<file path="src/rtl/instr_aligner_pkg.sv">
// Shared fetch/predecode types for the instruction aligner and its halfword buffer.
package instr_aligner_pkg;

   typedef struct packed {
      logic [15:0] instr;
      logic [30:0] pc;
      logic        valid;
      logic [5:0]  branchID;
      logic        branchPred;
   } IF_Instr;

   typedef struct packed {
      logic [31:0] instr;
      logic [30:0] pc;
      logic        compressed;
      logic [5:0]  branchID;
      logic        branchPred;
      logic        valid;
   } PD_Instr;

   typedef struct packed {
      logic [15:0] instr;
      logic [30:0] pc;
      logic [5:0]  branch_id;
      logic        branch_pred;
   } hw_entry_t;

   // A halfword whose low two bits are 11 is the lower half of a 32-bit instruction.
   function automatic logic is_wide(input logic [15:0] hw);
      return hw[1:0] == 2'b11;
   endfunction

endpackage

</file>
<file path="src/rtl/instr_aligner_halfword_fifo.sv">
// Circular halfword buffer: compacts the valid slots of a fetch block into the tail
// and exposes a window of entries starting at the head for decode.
module halfword_fifo
   import instr_aligner_pkg::*;
#(
   parameter  int NUM_BLOCKS  = 4,
   parameter  int BUF_ENTRIES = 8,
   parameter  int PEEK        = 4,
   localparam int CNT_W       = $clog2(BUF_ENTRIES) + 1
) (
   input  logic             clk,
   input  logic             rst,
   input  logic             clear,
   input  IF_Instr          in_instrs [NUM_BLOCKS],
   input  logic [CNT_W-1:0] pop_cnt,
   output logic [CNT_W-1:0] count,
   output hw_entry_t        peek [PEEK],
   output logic             stall
);

   localparam int PTR_W = $clog2(BUF_ENTRIES);

   hw_entry_t        mem [BUF_ENTRIES];
   logic [PTR_W-1:0] head;
   logic [PTR_W-1:0] tail;
   logic [PTR_W-1:0] wr_idx [NUM_BLOCKS];
   logic [CNT_W-1:0] app_cnt;
   logic [CNT_W-1:0] app_eff;
   logic             wr_en;

   assign stall   = (CNT_W'(BUF_ENTRIES) - count) < CNT_W'(NUM_BLOCKS);
   assign wr_en   = !stall && !clear;
   assign app_eff = wr_en ? app_cnt : '0;

   // Each valid slot lands at tail plus the number of valid slots before it.
   always_comb begin
      app_cnt = '0;
      for (int i = 0; i < NUM_BLOCKS; i++) begin
         wr_idx[i] = tail + PTR_W'(app_cnt);
         if (in_instrs[i].valid) app_cnt = app_cnt + CNT_W'(1);
      end
   end

   always_comb begin
      for (int k = 0; k < PEEK; k++) peek[k] = mem[head + PTR_W'(k)];
   end

   always_ff @(posedge clk or negedge rst) begin
      if (!rst) begin
         head  <= '0;
         tail  <= '0;
         count <= '0;
      end else if (clear) begin
         head  <= '0;
         tail  <= '0;
         count <= '0;
      end else begin
         head  <= head + PTR_W'(pop_cnt);
         tail  <= tail + PTR_W'(app_eff);
         count <= count + app_eff - pop_cnt;
      end
   end

   // NOTE: storage is not reset; head, tail and count alone decide what is live.
   always_ff @(posedge clk) begin
      if (wr_en) begin
         for (int i = 0; i < NUM_BLOCKS; i++) begin
            if (in_instrs[i].valid) begin
               mem[wr_idx[i]] <= '{instr:       in_instrs[i].instr,
                                   pc:          in_instrs[i].pc,
                                   branch_id:   in_instrs[i].branchID,
                                   branch_pred: in_instrs[i].branchPred};
            end
         end
      end
   end

endmodule

</file>
<file path="src/rtl/instr_aligner.sv">
// Aligns fetched halfwords into whole 16/32-bit instructions, up to NUM_OUT per
// cycle, behind a registered output stage.
module instr_aligner
   import instr_aligner_pkg::*;
#(
   parameter int NUM_BLOCKS  = 4,
   parameter int NUM_OUT     = 2,
   parameter int BUF_ENTRIES = 8
) (
   input  logic    clk,
   input  logic    rst,
   input  IF_Instr IN_instrs [NUM_BLOCKS],
   output logic    OUT_stall,
   input  logic    IN_clear,
   input  logic    IN_ready,
   output PD_Instr OUT_instrs [NUM_OUT]
);

   localparam int PEEK  = 2 * NUM_OUT;
   localparam int CNT_W = $clog2(BUF_ENTRIES) + 1;
   localparam int IDX_W = (PEEK > 1) ? $clog2(PEEK) : 1;

   logic [CNT_W-1:0] count;
   logic [CNT_W-1:0] take_cnt;
   logic [CNT_W-1:0] pop_cnt;
   hw_entry_t        peek [PEEK];
   PD_Instr          nxt  [NUM_OUT];
   logic             out_any;
   logic             load;

   halfword_fifo #(
      .NUM_BLOCKS  (NUM_BLOCKS),
      .BUF_ENTRIES (BUF_ENTRIES),
      .PEEK        (PEEK)
   ) u_fifo (
      .clk       (clk),
      .rst       (rst),
      .clear     (IN_clear),
      .in_instrs (IN_instrs),
      .pop_cnt   (pop_cnt),
      .count     (count),
      .peek      (peek),
      .stall     (OUT_stall)
   );

   // NOTE: blocking assignments here; pos and done are combinational scratch, not state.
   always_comb begin : decode
      int               pos;
      logic             done;
      logic [IDX_W-1:0] i0;
      logic [IDX_W-1:0] i1;
      pos  = 0;
      done = 1'b0;
      i0   = '0;
      i1   = '0;
      for (int o = 0; o < NUM_OUT; o++) begin
         nxt[o] = '0;
         i0     = IDX_W'(pos);
         i1     = IDX_W'(pos + 1);
         if (!done) begin
            if (pos >= int'(count)) begin
               done = 1'b1;
            end else if (!is_wide(peek[i0].instr)) begin
               nxt[o].instr      = {16'h0000, peek[i0].instr};
               nxt[o].pc         = peek[i0].pc;
               nxt[o].compressed = 1'b1;
               nxt[o].branchID   = peek[i0].branch_id;
               nxt[o].branchPred = peek[i0].branch_pred;
               nxt[o].valid      = 1'b1;
               pos = pos + 1;
            end else if (pos + 1 >= int'(count)) begin
               done = 1'b1;  // lower half stays buffered until its upper half arrives
            end else begin
               nxt[o].instr      = {peek[i1].instr, peek[i0].instr};
               nxt[o].pc         = peek[i0].pc;
               nxt[o].compressed = 1'b0;
               nxt[o].branchID   = peek[i1].branch_id;
               nxt[o].branchPred = peek[i1].branch_pred;
               nxt[o].valid      = 1'b1;
               pos = pos + 2;
            end
         end
      end
      take_cnt = CNT_W'(pos);
   end

   always_comb begin
      out_any = 1'b0;
      for (int o = 0; o < NUM_OUT; o++) out_any = out_any | OUT_instrs[o].valid;
   end

   assign load    = IN_ready || !out_any;
   assign pop_cnt = (load && !IN_clear) ? take_cnt : '0;

   always_ff @(posedge clk or negedge rst) begin
      if (!rst) begin
         for (int o = 0; o < NUM_OUT; o++) OUT_instrs[o] <= '0;
      end else if (IN_clear) begin
         for (int o = 0; o < NUM_OUT; o++) OUT_instrs[o] <= '0;
      end else if (load) begin
         for (int o = 0; o < NUM_OUT; o++) OUT_instrs[o] <= nxt[o];
      end
   end

endmodule
</file>
<file path="config.mk">
export PLATFORM = sky130hd
export DESIGN_NAME = instr_aligner
export DESIGN_NICKNAME = d
export VERILOG_FILES = /design/src/rtl/instr_aligner_pkg.sv /design/src/rtl/instr_aligner_halfword_fifo.sv /design/src/rtl/instr_aligner.sv
export SDC_FILE = /design/constraint.sdc
export NUM_CORES = 2
export LEC_CHECK = 0
export CORE_ASPECT_RATIO = 2
export CORE_MARGIN = 4
export CORE_UTILIZATION = 40
export CTS_CLUSTER_SIZE = 10
export DETAILED_ROUTE_END_ITERATION = 10
export GPL_TIMING_DRIVEN = 0
export PLACE_DENSITY = 0.66
export SLEW_MARGIN = 20
export SYNTH_ARGS = -nofsm -noshare
export SYNTH_HDL_FRONTEND = slang
export SYNTH_SLANG_ARGS = --single-unit
</file>
<file path="constraint.sdc">
create_clock -name clk -period 10.4 [get_ports clk]
set_clock_uncertainty 0.05 [all_clocks]
set_input_delay 1.56 -clock clk [delete_from_list [all_inputs] [get_ports clk]]
set_output_delay 1.56 -clock clk [all_outputs]
set_load 0.02 [all_outputs]
</file>
==> reports/metrics.csv <==
metric;value;unit
start_util;0.403;
cpMostUsedCell;buf_2;
drt-total-wl;243000;um
final_area;0.0525;mm2
setup_viol;0;
clkPwrFrac;0.181;
critPathMaxFanout;11;
cts_tree;yes;
synth-simple-area-share;0.0940;
min_period;7.11;ns
synth_top_area_share;0.286;
synth_compound_area_frac;0.160;
synth_adder_area_share;0.00861;
arrival;7.66;ns
nets;5017;
tightestPinTransition;1.33;ns
synth_edf_count;432;
drtPass1Iterations;7;
power_density;256;mW/mm2
swShare;0.467;
numCtsBuffers;70;
die_y;484;um
crit_family;buffers and inverters;
ios;369;
combPwrFrac;0.547;
hold_buffers;0;
fillCellCount;10600;
rows;174;
dpl.hpwl;174000;um
grt_max_degree;88;
whs_path_depth;2;
cts-resized-gates;0;
status;finished clean;
p_sw;6290;uW
clk_pin_slew_worst_paths;0.07;ns
intPower;7170;uW
seqPwrFrac;0.272;
syn_inst;4416;
final_cells;6337;
crit_path_start_kind;register;
critPathCaptureType;register;
max_stage_delay;0.89;ns
vias_per_cell;7.05;
seq_area;0.0168;mm2
gp_congestion;1.07;
place_inst;6186;
clock_latency;0.73;ns
maxSlewViolCount;0;
crit_required;10.95;ns
grt_pass1_vias;44500;
multi_input_area;0.0263;mm2
yosysTopAreaCell;edfxtp_1;
synth-main-ff-cell;edfxtp_1;
synth_top_family_by_area;multiplexers;
gr-total-overflow;0;
r2r-start;u_fifo.head[1]$_DFF_PN0_;
cts_root_buffer;clkbuf_16;
drc;0;
cp_cell_sequence;buf_2 -> inv_1 -> buf_2 -> buf_2 -> buf_1 -> ha_1 -> clkbuf_1 -> buf_1 -> clkbuf_1 -> mux4_2 -> mux2i_1 -> nand3_1 -> nand3_1 -> mux2i_1 -> a22o_1;
dpl_cell_area;0.0503;mm2
startpoint;u_fifo.head[1]$_DFF_PN0_;
slew_headroom;0.115;
yosysWarnings;0;
path_class;register to register;
avgSynthCellArea;10.3;um2
rsz0062_at_grt;false;
cts.path.max_buffers;3;
layout-drive-gt1-share;0.163;
async_flop_share;0.263;
ys_types;61;
ys_ff_latch;586;
hold_viol;0;
numPortBuffers;259;
fin_crit_sh;0.683;
htree_levels;3;
area_delta_synth_final;15.8;%
grt_use_total;0.395;
hold_start;OUT_instrs[45]$_DFFE_PN0P_;
leakagePower;0.0199;uW
route.detailed.wl_per_inst;38.3;um
synthMuxAreaShare;0.312;
dieArea;0.119;mm2
finish.utilization;0.467;
fp.dieW;246;um
synthesis.nets;4667;
cpMaxStageDelayCell;buf_1;
critPathBufInv;8;
antenna_found_initial;40;
drt_iter0_markers;6664;
coreArea;0.113;mm2
syn-cell-area;0.0454;mm2
final_antenna_net_count;0;
max_clock_freq;141;MHz
clkSinkCount;586;
post_cts_buffers;0;
grt_first_pass_wirelength;331000;um
peakVddDrop;153;uV
hp-class;register to register;
synthTopCellsByArea;edfxtp_1, mux4_2, mux2i_1, dfrtp_1, nand2_1;
ys_seq_area_frac;0.371;
crit_cells;15;
rr_worst_depth;15;
via_count;44600;
synth_xor_area_frac;0.00386;
drv_cap;0;
tightest hold or removal path, stage by stage, from the launching register on:
cell	delay [ns]
dfrtp_1	0.34
nand2_1	0.04
o21ai_0	0.06
cell usage in the layout, fill, tap and decap left out, types with 14 or more instances in the layout:
cell type,instances
nor2_1,274
mux2i_1,573
edfxtp_1,432
buf_2,153
a21oi_1,263
buf_1,66
nand3_1,21
clkbuf_1,271
diode_2,22
inv_1,23
a31oi_1,29
o21ai_0,333
nand2_1,718
dfrtp_1,154
clkbuf_16,70
a211oi_1,224
a21o_1,221
clkdlybuf4s50_1,258
o31ai_1,19
mux2_2,128
buf_4,22
mux4_2,309
ha_1,20
clkbuf_2,27
a22o_1,14
logic make-up (layout without fill, tap and decap cells):
kind of cell               Yosys count  in the layout
other                                1             23
adders and majority gates           27             27
AOI/OAI and AO/OA                 1162           1162
xor gates and xnor gates            20             20
and+or+nand+nor                   1081           1081
DFF                                586            586
buffers and inverters              529            932
muxes                             1010           1010
cell type report:
cell class	instances	area share
multi-input cells	3301	0.502
flip-flops and latches	586	0.320
repair buffers	278	0.0573
plain buffers	503	0.0424
clock buffers	115	0.0375
well taps	1496	0.0356
clock inverters	10	0.00212
inverters	26	0.00186
diodes	22	0.00105
metal layers:
| metal | share of wire | wire [um] | track usage |
|---|---|---|---|
| met1 | 0.30 | 73500 | 0.405 |
| met2 | 0.45 | 109000 | 0.622 |
| met3 | 0.12 | 28700 | 0.126 |
| met4 | 0.13 | 30900 | 0.388 |
| met5 | 0.00096 | 232 | 0 |
cells in the mapped netlist, types with 20 or more instances:
| cell | number |
|---|---|
| nor2_1 | 278 |
| buf_2 | 142 |
| mux2i_1 | 573 |
| a21oi_1 | 263 |
| a211oi_1 | 224 |
| a21o_1 | 221 |
| ha_1 | 20 |
| mux2_2 | 128 |
| buf_4 | 22 |
| mux4_2 | 309 |
| o21ai_0 | 337 |
| nand2_1 | 720 |
| inv_1 | 23 |
| edfxtp_1 | 432 |
| nand3_1 | 25 |
| buf_1 | 78 |
| dfrtp_1 | 154 |
| a31oi_1 | 29 |
| clkbuf_1 | 238 |
state kept, by name, indices dropped and copies added, names as in the netlist:
register / cells
u_fifo.head: 3
u_fifo.tail: 3
OUT_instrs: 144
u_fifo.count: 4
u_fifo.mem: 432
path summary, 6_finish.rpt:
check / to / slack [ns]
max in group asynchronous: OUT_instrs[11]$_DFFE_PN0P_ / 8.98
worst min register to register: OUT_instrs[45]$_DFFE_PN0P_ / 0.43
min in group asynchronous: OUT_instrs[114]$_DFFE_PN0P_ / 0.80
worst max-delay path: OUT_instrs[5]$_DFFE_PN0P_ / 3.29
worst min-delay path: OUT_instrs[45]$_DFFE_PN0P_ / 0.43
worst max register to register: OUT_instrs[5]$_DFFE_PN0P_ / 3.29
power by group through the flow:
stage,clock network (uW),logic [uW],registers (uW)
2_1_floorplan,0,3980,3710
3_3_place_gp,0,6770,3710
3_5_place_dp,0,6970,3670
4_1_cts,2400,6990,3630
5_1_grt,2500,7500,3680
6_report,2440,7370,3660
per-stage QoR:
step / setup WS [ns] / TNS (ns) / total power, uW / hold WS, ns
global route: 3.47 / 0 / 13700 / 0.442
floorplan: 4.50 / 0 / 7680 / 0.540
detailed placement: 3.15 / 0 / 10600 / 0.420
finish: 3.29 / 0 / 13500 / 0.427
global placement: -0.213 / -37.57 / 10500 / 0.415
CTS: 3.67 / 0 / 13000 / 0.432
Power figures use the tool's default switching activity.
